`src/rtl/debug_word_rx.sv`:
```
// Receives bytes from the debug unit's UART (data line plus a separate parity line)
// and packs them little-endian into words, with sticky error flags and an inter-byte timeout.
module debug_word_rx #(
  parameter int unsigned DATA_WIDTH        = 32,
  parameter int unsigned DATA_WIDTH_UART   = 8,
  parameter int unsigned PARITY_WIDTH_UART = 1,
  parameter int unsigned CLKS_PER_BIT      = 16,
  parameter int unsigned TIMEOUT_BITS      = 32
) (
  input  logic                         i_clock,
  input  logic                         i_reset,
  input  logic                         i_rx_data,
  input  logic [PARITY_WIDTH_UART-1:0] i_rx_parity,
  input  logic                         i_clear_err,
  output logic [DATA_WIDTH-1:0]        o_word,
  output logic                         o_word_valid,
  output logic [15:0]                  o_word_count,
  output logic                         o_parity_err,
  output logic                         o_frame_err,
  output logic                         o_timeout
);

  localparam int unsigned BYTES     = DATA_WIDTH / DATA_WIDTH_UART;
  localparam int unsigned IDX_W     = (BYTES > 1) ? $clog2(BYTES) : 1;
  localparam int unsigned CNT_W     = (CLKS_PER_BIT > 1) ? $clog2(CLKS_PER_BIT) : 1;
  localparam int unsigned BIT_W     = (DATA_WIDTH_UART > 1) ? $clog2(DATA_WIDTH_UART) : 1;
  localparam int unsigned GAP_LIMIT = TIMEOUT_BITS * CLKS_PER_BIT;
  localparam int unsigned GAP_W     = $clog2(GAP_LIMIT + 1);

  typedef enum logic [1:0] {
    IDLE,
    START,
    DATA,
    STOP
  } state_t;

  state_t                       state_q, state_d;
  logic                         rx_meta_q, rx_sync_q, rx_prev_q;
  logic [PARITY_WIDTH_UART-1:0] par_meta_q, par_sync_q;
  logic [CNT_W-1:0]             clk_cnt_q, clk_cnt_d;
  logic [BIT_W-1:0]             bit_cnt_q, bit_cnt_d;
  logic [DATA_WIDTH_UART-1:0]   shift_q, shift_d;
  logic [IDX_W-1:0]             byte_idx_q, byte_idx_d;
  logic [DATA_WIDTH-1:0]        asm_q, asm_d;
  logic [DATA_WIDTH-1:0]        word_q, word_d;
  logic                         valid_q, valid_d;
  logic [15:0]                  count_q, count_d;
  logic                         perr_q, perr_d;
  logic                         ferr_q, ferr_d;
  logic                         tmo_q, tmo_d;
  logic [GAP_W-1:0]             gap_q, gap_d;

  logic start_edge;
  logic stop_sample;
  logic frame_bad;
  logic parity_bad;
  logic byte_good;
  logic gap_fire;

  assign start_edge = rx_prev_q & ~rx_sync_q;

  always_ff @(posedge i_clock or negedge i_reset) begin
    if (!i_reset) begin
      rx_meta_q  <= 1'b1;
      rx_sync_q  <= 1'b1;
      rx_prev_q  <= 1'b1;
      par_meta_q <= '1;
      par_sync_q <= '1;
    end else begin
      rx_meta_q  <= i_rx_data;
      rx_sync_q  <= rx_meta_q;
      rx_prev_q  <= rx_sync_q;
      par_meta_q <= i_rx_parity;
      par_sync_q <= par_meta_q;
    end
  end

  always_comb begin
    state_d     = state_q;
    clk_cnt_d   = clk_cnt_q;
    bit_cnt_d   = bit_cnt_q;
    shift_d     = shift_q;
    stop_sample = 1'b0;
    unique case (state_q)
      IDLE: begin
        if (start_edge) begin
          state_d   = START;
          clk_cnt_d = '0;
        end
      end
      START: begin
        if (clk_cnt_q == CNT_W'(CLKS_PER_BIT / 2 - 1)) begin
          clk_cnt_d = '0;
          bit_cnt_d = '0;
          // a line that is high again at mid start bit was only a glitch
          state_d   = rx_sync_q ? IDLE : DATA;
        end else begin
          clk_cnt_d = clk_cnt_q + CNT_W'(1);
        end
      end
      DATA: begin
        if (clk_cnt_q == CNT_W'(CLKS_PER_BIT - 1)) begin
          clk_cnt_d = '0;
          shift_d   = {rx_sync_q, shift_q[DATA_WIDTH_UART-1:1]};
          if (bit_cnt_q == BIT_W'(DATA_WIDTH_UART - 1)) begin
            state_d = STOP;
          end else begin
            bit_cnt_d = bit_cnt_q + BIT_W'(1);
          end
        end else begin
          clk_cnt_d = clk_cnt_q + CNT_W'(1);
        end
      end
      STOP: begin
        if (clk_cnt_q == CNT_W'(CLKS_PER_BIT - 1)) begin
          clk_cnt_d   = '0;
          stop_sample = 1'b1;
          state_d     = IDLE;
        end else begin
          clk_cnt_d = clk_cnt_q + CNT_W'(1);
        end
      end
      default: state_d = IDLE;
    endcase
  end

  assign frame_bad  = stop_sample & ~rx_sync_q;
  assign parity_bad = stop_sample & (par_sync_q[0] != ^shift_q);
  assign byte_good  = stop_sample & ~frame_bad & ~parity_bad;
  assign gap_fire   = (state_q == IDLE) && (byte_idx_q != '0) &&
                      (gap_q == GAP_W'(GAP_LIMIT - 1));

  always_comb begin
    byte_idx_d = byte_idx_q;
    asm_d      = asm_q;
    word_d     = word_q;
    valid_d    = 1'b0;
    count_d    = count_q;
    tmo_d      = 1'b0;
    gap_d      = gap_q;
    perr_d     = (i_clear_err ? 1'b0 : perr_q) | parity_bad;
    ferr_d     = (i_clear_err ? 1'b0 : ferr_q) | frame_bad;

    // gap restarts on every start edge, so a start coinciding with the timeout begins a new word
    if (state_q != IDLE || byte_idx_q == '0 || start_edge || gap_fire) begin
      gap_d = '0;
    end else begin
      gap_d = gap_q + GAP_W'(1);
    end

    if (byte_good) begin
      if (byte_idx_q == IDX_W'(BYTES - 1)) begin
        word_d = asm_q;
        word_d[(BYTES-1)*DATA_WIDTH_UART +: DATA_WIDTH_UART] = shift_q;
        valid_d    = 1'b1;
        count_d    = count_q + 16'd1;
        byte_idx_d = '0;
      end else begin
        for (int unsigned b = 0; b < BYTES; b++) begin
          if (byte_idx_q == IDX_W'(b)) begin
            asm_d[b*DATA_WIDTH_UART +: DATA_WIDTH_UART] = shift_q;
          end
        end
        byte_idx_d = byte_idx_q + IDX_W'(1);
      end
    end else if (frame_bad || parity_bad) begin
      byte_idx_d = '0;
    end else if (gap_fire) begin
      byte_idx_d = '0;
      tmo_d      = 1'b1;
    end
  end

  always_ff @(posedge i_clock or negedge i_reset) begin
    if (!i_reset) begin
      state_q    <= IDLE;
      clk_cnt_q  <= '0;
      bit_cnt_q  <= '0;
      shift_q    <= '0;
      byte_idx_q <= '0;
      asm_q      <= '0;
      word_q     <= '0;
      valid_q    <= 1'b0;
      count_q    <= '0;
      perr_q     <= 1'b0;
      ferr_q     <= 1'b0;
      tmo_q      <= 1'b0;
      gap_q      <= '0;
    end else begin
      state_q    <= state_d;
      clk_cnt_q  <= clk_cnt_d;
      bit_cnt_q  <= bit_cnt_d;
      shift_q    <= shift_d;
      byte_idx_q <= byte_idx_d;
      asm_q      <= asm_d;
      word_q     <= word_d;
      valid_q    <= valid_d;
      count_q    <= count_d;
      perr_q     <= perr_d;
      ferr_q     <= ferr_d;
      tmo_q      <= tmo_d;
      gap_q      <= gap_d;
    end
  end

  assign o_word       = word_q;
  assign o_word_valid = valid_q;
  assign o_word_count = count_q;
  assign o_parity_err = perr_q;
  assign o_frame_err  = ferr_q;
  assign o_timeout    = tmo_q;

endmodule

```
`config.mk`:
```
export PLATFORM = sky130hd
export DESIGN_NAME = debug_word_rx
export DESIGN_NICKNAME = d
export VERILOG_FILES = /design/src/rtl/debug_word_rx.sv
export SDC_FILE = /design/constraint.sdc
export NUM_CORES = 1
export LEC_CHECK = 0
export ABC_AREA = 1
export BUFFER_PORTS_ARGS = -buffer_cell sky130_fd_sc_hd__clkbuf_2
export CAP_MARGIN = 0
export CORE_AREA = 2 2 98 100
export CTS_BUF_LIST = sky130_fd_sc_hd__clkbuf_4 sky130_fd_sc_hd__clkbuf_8
export CTS_CLUSTER_DIAMETER = 80
export DETAILED_ROUTE_END_ITERATION = 16
export DIE_AREA = 0 0 100 102
export GPL_TIMING_DRIVEN = 0
export MAX_ROUTING_LAYER = met4
export PLACE_DENSITY_LB_ADDON = 0.12
export RECOVER_POWER = 25
export SYNTH_ARGS = -nofsm -noshare
export SYNTH_HDL_FRONTEND = slang
export SYNTH_SLANG_ARGS = --single-unit
```
`constraint.sdc`:
```
create_clock -name i_clock -period 2.15 [get_ports i_clock]
set_input_delay 0.3225 -clock i_clock [delete_from_list [all_inputs] [get_ports i_clock]]
set_output_delay 0.3225 -clock i_clock [all_outputs]
set_load 0.03 [all_outputs]
```
==> out/results.ini <==
[yosys]
syn_area_per_cell_um2 = 8.73
syn_inst = 563
syn-cell-area_um2 = 4920
synth_compound_area_frac = 0.0410
synth_simple_gate_area_frac = 0.293
ys_types = 36
synth_nets = 577
ys_warn_count = 0
ys_top_cells_by_area = dfrtp_1 (53%), nand2_1 (19%), inv_1 (3.2%)
synth_enable_flop_cells = 0
synthFlopType = dfrtp_1
synthMuxAreaShare = 0
synth_top_family_by_area = simple AND/OR/NAND/NOR gates
synth_xor_area_frac = 0.0321
synth_area_leader_cell = dfrtp_1
synth_seq_cells = 110
ys_async_sr_fraction = 1.00
synthAdderAreaFrac = 0.0229
yosys.area.top_type_share = 0.534
seq_area_frac_synth = 0.561

[worst_setup_path]
reg2reg_slack_ns = 0.18
crit_type = reg -> reg
critical_path.max_fanout = 10
crit_arrival_ns = 2.24
r2r_cells = 9
worst_setup_path_end_kind = register
rr_startpoint = clk_cnt_q[0]$_DFFE_PN0P_
startpoint_type = register
required_ns = 2.42
r2r-end = asm_q[23]$_DFFE_PN0P_

[timing]
rsz0062_at_grt = true
max_freq_mhz = 507
post-route-period-util = 0.918
holdWs_ns = 0.0210
worst_pin_slew_ns = 1.46
finalSetupViolCount = 0
clock-skew-final_ns = 0.0154
layout_min_cycle_time_ns = 1.97
final-max-slew-violation-count = 0
finalHoldViolCount = 0
setup_slack_ns = 0.177
max_slew_margin = 0.0300

[floorplan]
start_util = 0.540
dieArea_um2 = 10200
pin_count = 57
die_y_um = 102
die_w_um = 100
placementRows = 35
core_area_um2 = 9110

[route]
wl_met3_um = 277
wl_um = 9780
top_layer_used = met4
firstDrtPassIters = 4
wl_met1_um = 4760
dr.first_iter.drc_count = 151
drc = 0
vias_per_cell = 5.06
vias = 3786
met2_length_um = 4600
ant_nets = 0
avgRoutedWirePerCell_um = 13.1

[clock_tree]
path_clk_slew_ns = 0.10
numCtsBuffers = 9
cts_sinks = 110
ctsHoldBuffers = 0
clockRootBuffer = clkbuf_8
cts_htree_levels = 3
clk_path_buf_depth = 2
clk_latency_ns = 0.38
cts_tree = done

[power_and_ir_drop]
ir_drop_mv = 0.549
p_leak_uw = 0.00297
pwr_density_cell_nw_per_um2 = 657

[placed_design]
routabilityCongestion = 0.932
placed_cell_area_um2 = 5350
place_ws_ns = 0.0529
dp.cells = 730
dp_hpwl_um = 6710
portBuffers = 56

[finish]
antenna_cells = 0
instances_no_fill = 748
multiInputGateArea_um2 = 1950
design_area_um2 = 5580
regArea_um2 = 2760
fill_cells = 848
final_layout_size_suffix_gt1_frac = 0.173
final_common_cell = nand2_1
final_nets = 646
area_growth_pct = 13.5
layout_common_cells = nand2_1 (243), dfrtp_1 (103), clkbuf_2 (55)

[hold_path]
holdPathEnd = par_meta_q$_DFF_PN1_
hold_class = in -> reg
min-delay-start = i_rx_parity
whs_path_depth = 1

[outcome]
outcome = completed

[flow_run]
drv_cap = 0

[global_route]
grt_pass1_wl_um = 16600
overflow = 0
grt_pass1_vias = 3572
antenna_found_initial = 0
grt_use_total = 0.211
grt_max_degree = 111

-- flip-flops by register name, summed over array words and instances (netlist names), 2 cells and up, named ones only --
name          cells
o_word_count     16
bit_cnt_q         3
shift_q           8
byte_idx_q        2
clk_cnt_q         4
o_word           32
gap_q            10
asm_q            24
-- final cells by class --
cell class                      count  share of cell area
Timing Repair Buffer               58              0.0533
Clock buffer                        9              0.0222
Sequential cell                   110               0.495
Tap cell                          111              0.0249
Inverter                           46              0.0314
Buffer                             13              0.0134
Clock inverter                      7              0.0112
Multi-Input combinational cell    394               0.349
-- where the power goes --
part	total, uW	internal (uW)	switching (uW)
sequential	2180	2120	58.5
clock	1200	449	754
combinational	284	89.6	194
-- how the worst max path moves through the flow --
| stage | from | end | slack (ns) | cells after the start |
|---|---|---|---|---|
| 2_1_floorplan | clk_cnt_q[0]$_DFFE_PN0P_ | asm_q[1]$_DFFE_PN0P_ | 0.42 | 9 |
| 3_3_place_gp | i_reset | o_word_count[9]$_DFFE_PN0P_ | -0.72 | 1 |
| 3_5_place_dp | clk_cnt_q[0]$_DFFE_PN0P_ | asm_q[5]$_DFFE_PN0P_ | 0.05 | 9 |
| 4_1_cts | clk_cnt_q[0]$_DFFE_PN0P_ | asm_q[23]$_DFFE_PN0P_ | 0.03 | 9 |
| 5_1_grt | clk_cnt_q[0]$_DFFE_PN0P_ | asm_q[8]$_DFFE_PN0P_ | -0.002 | 9 |
| 6_report | clk_cnt_q[0]$_DFFE_PN0P_ | asm_q[23]$_DFFE_PN0P_ | 0.18 | 9 |
-- synth_stat cells, types with 2 or more instances --
library cell and instances:
inv_1 42, nand4_1 17, dfrtp_1 105, nor2_1 28, buf_4 2, buf_2 7
ha_1 9, a32o_1 2, xnor2_1 4, nor3_1 10, clkbuf_1 2, o21ai_0 15
dfstp_2 5, inv_2 3, nand3_1 19, nand3_4 2, nor2_4 4, nand2_1 243
a21oi_1 4, o22ai_1 2, nand4_2 3, o21ai_1 8, xor2_1 14
-- kinds of logic after synthesis --
family | Yosys count
xor gates and xnor gates | 18
and+or+nand+nor | 332
buffers and inverters | 59
DFF | 110
adders and majority gates | 9
AOI/OAI and AO/OA | 35
-- routing by layer --
layer / vias to the layer above / track usage
met3: 11 / 0.0253
met2: 62 / 0.341
met1: 1790 / 0.281
met5: - / -
li1: 1923 / -
met4: 0 / 0.0695
-- stage by stage --
step	power, uW	setup TNS, ns	utilization
finish	3670	0	0.613
global route	3830	-0.00218	0.613
CTS	3690	0	0.607
detailed placement	2490	0	0.587
global placement	2470	-75.03	0.586
floorplan	2390	0	-
-- worst max-delay path, cell delays in order, from the launching register on --
cell and delay, ns:
dfrtp_1 0.40, ha_1 0.19, nand2_1 0.08, nor2_2 0.20, nand3_4 0.15, nor2_4 0.19, buf_4 0.22, nand4_2 0.25
nand2_1 0.12, nand2_1 0.06
-- timing repair --
action | 4_1_cts | 5_1_grt
endpoints found under the setup margin | 0 | 78
resized for setup | 0 | 9
setup buffers | 0 | 2
hold endpoints to repair | 0 | 0
No activity file was read; power rests on OpenSTA's default activity.
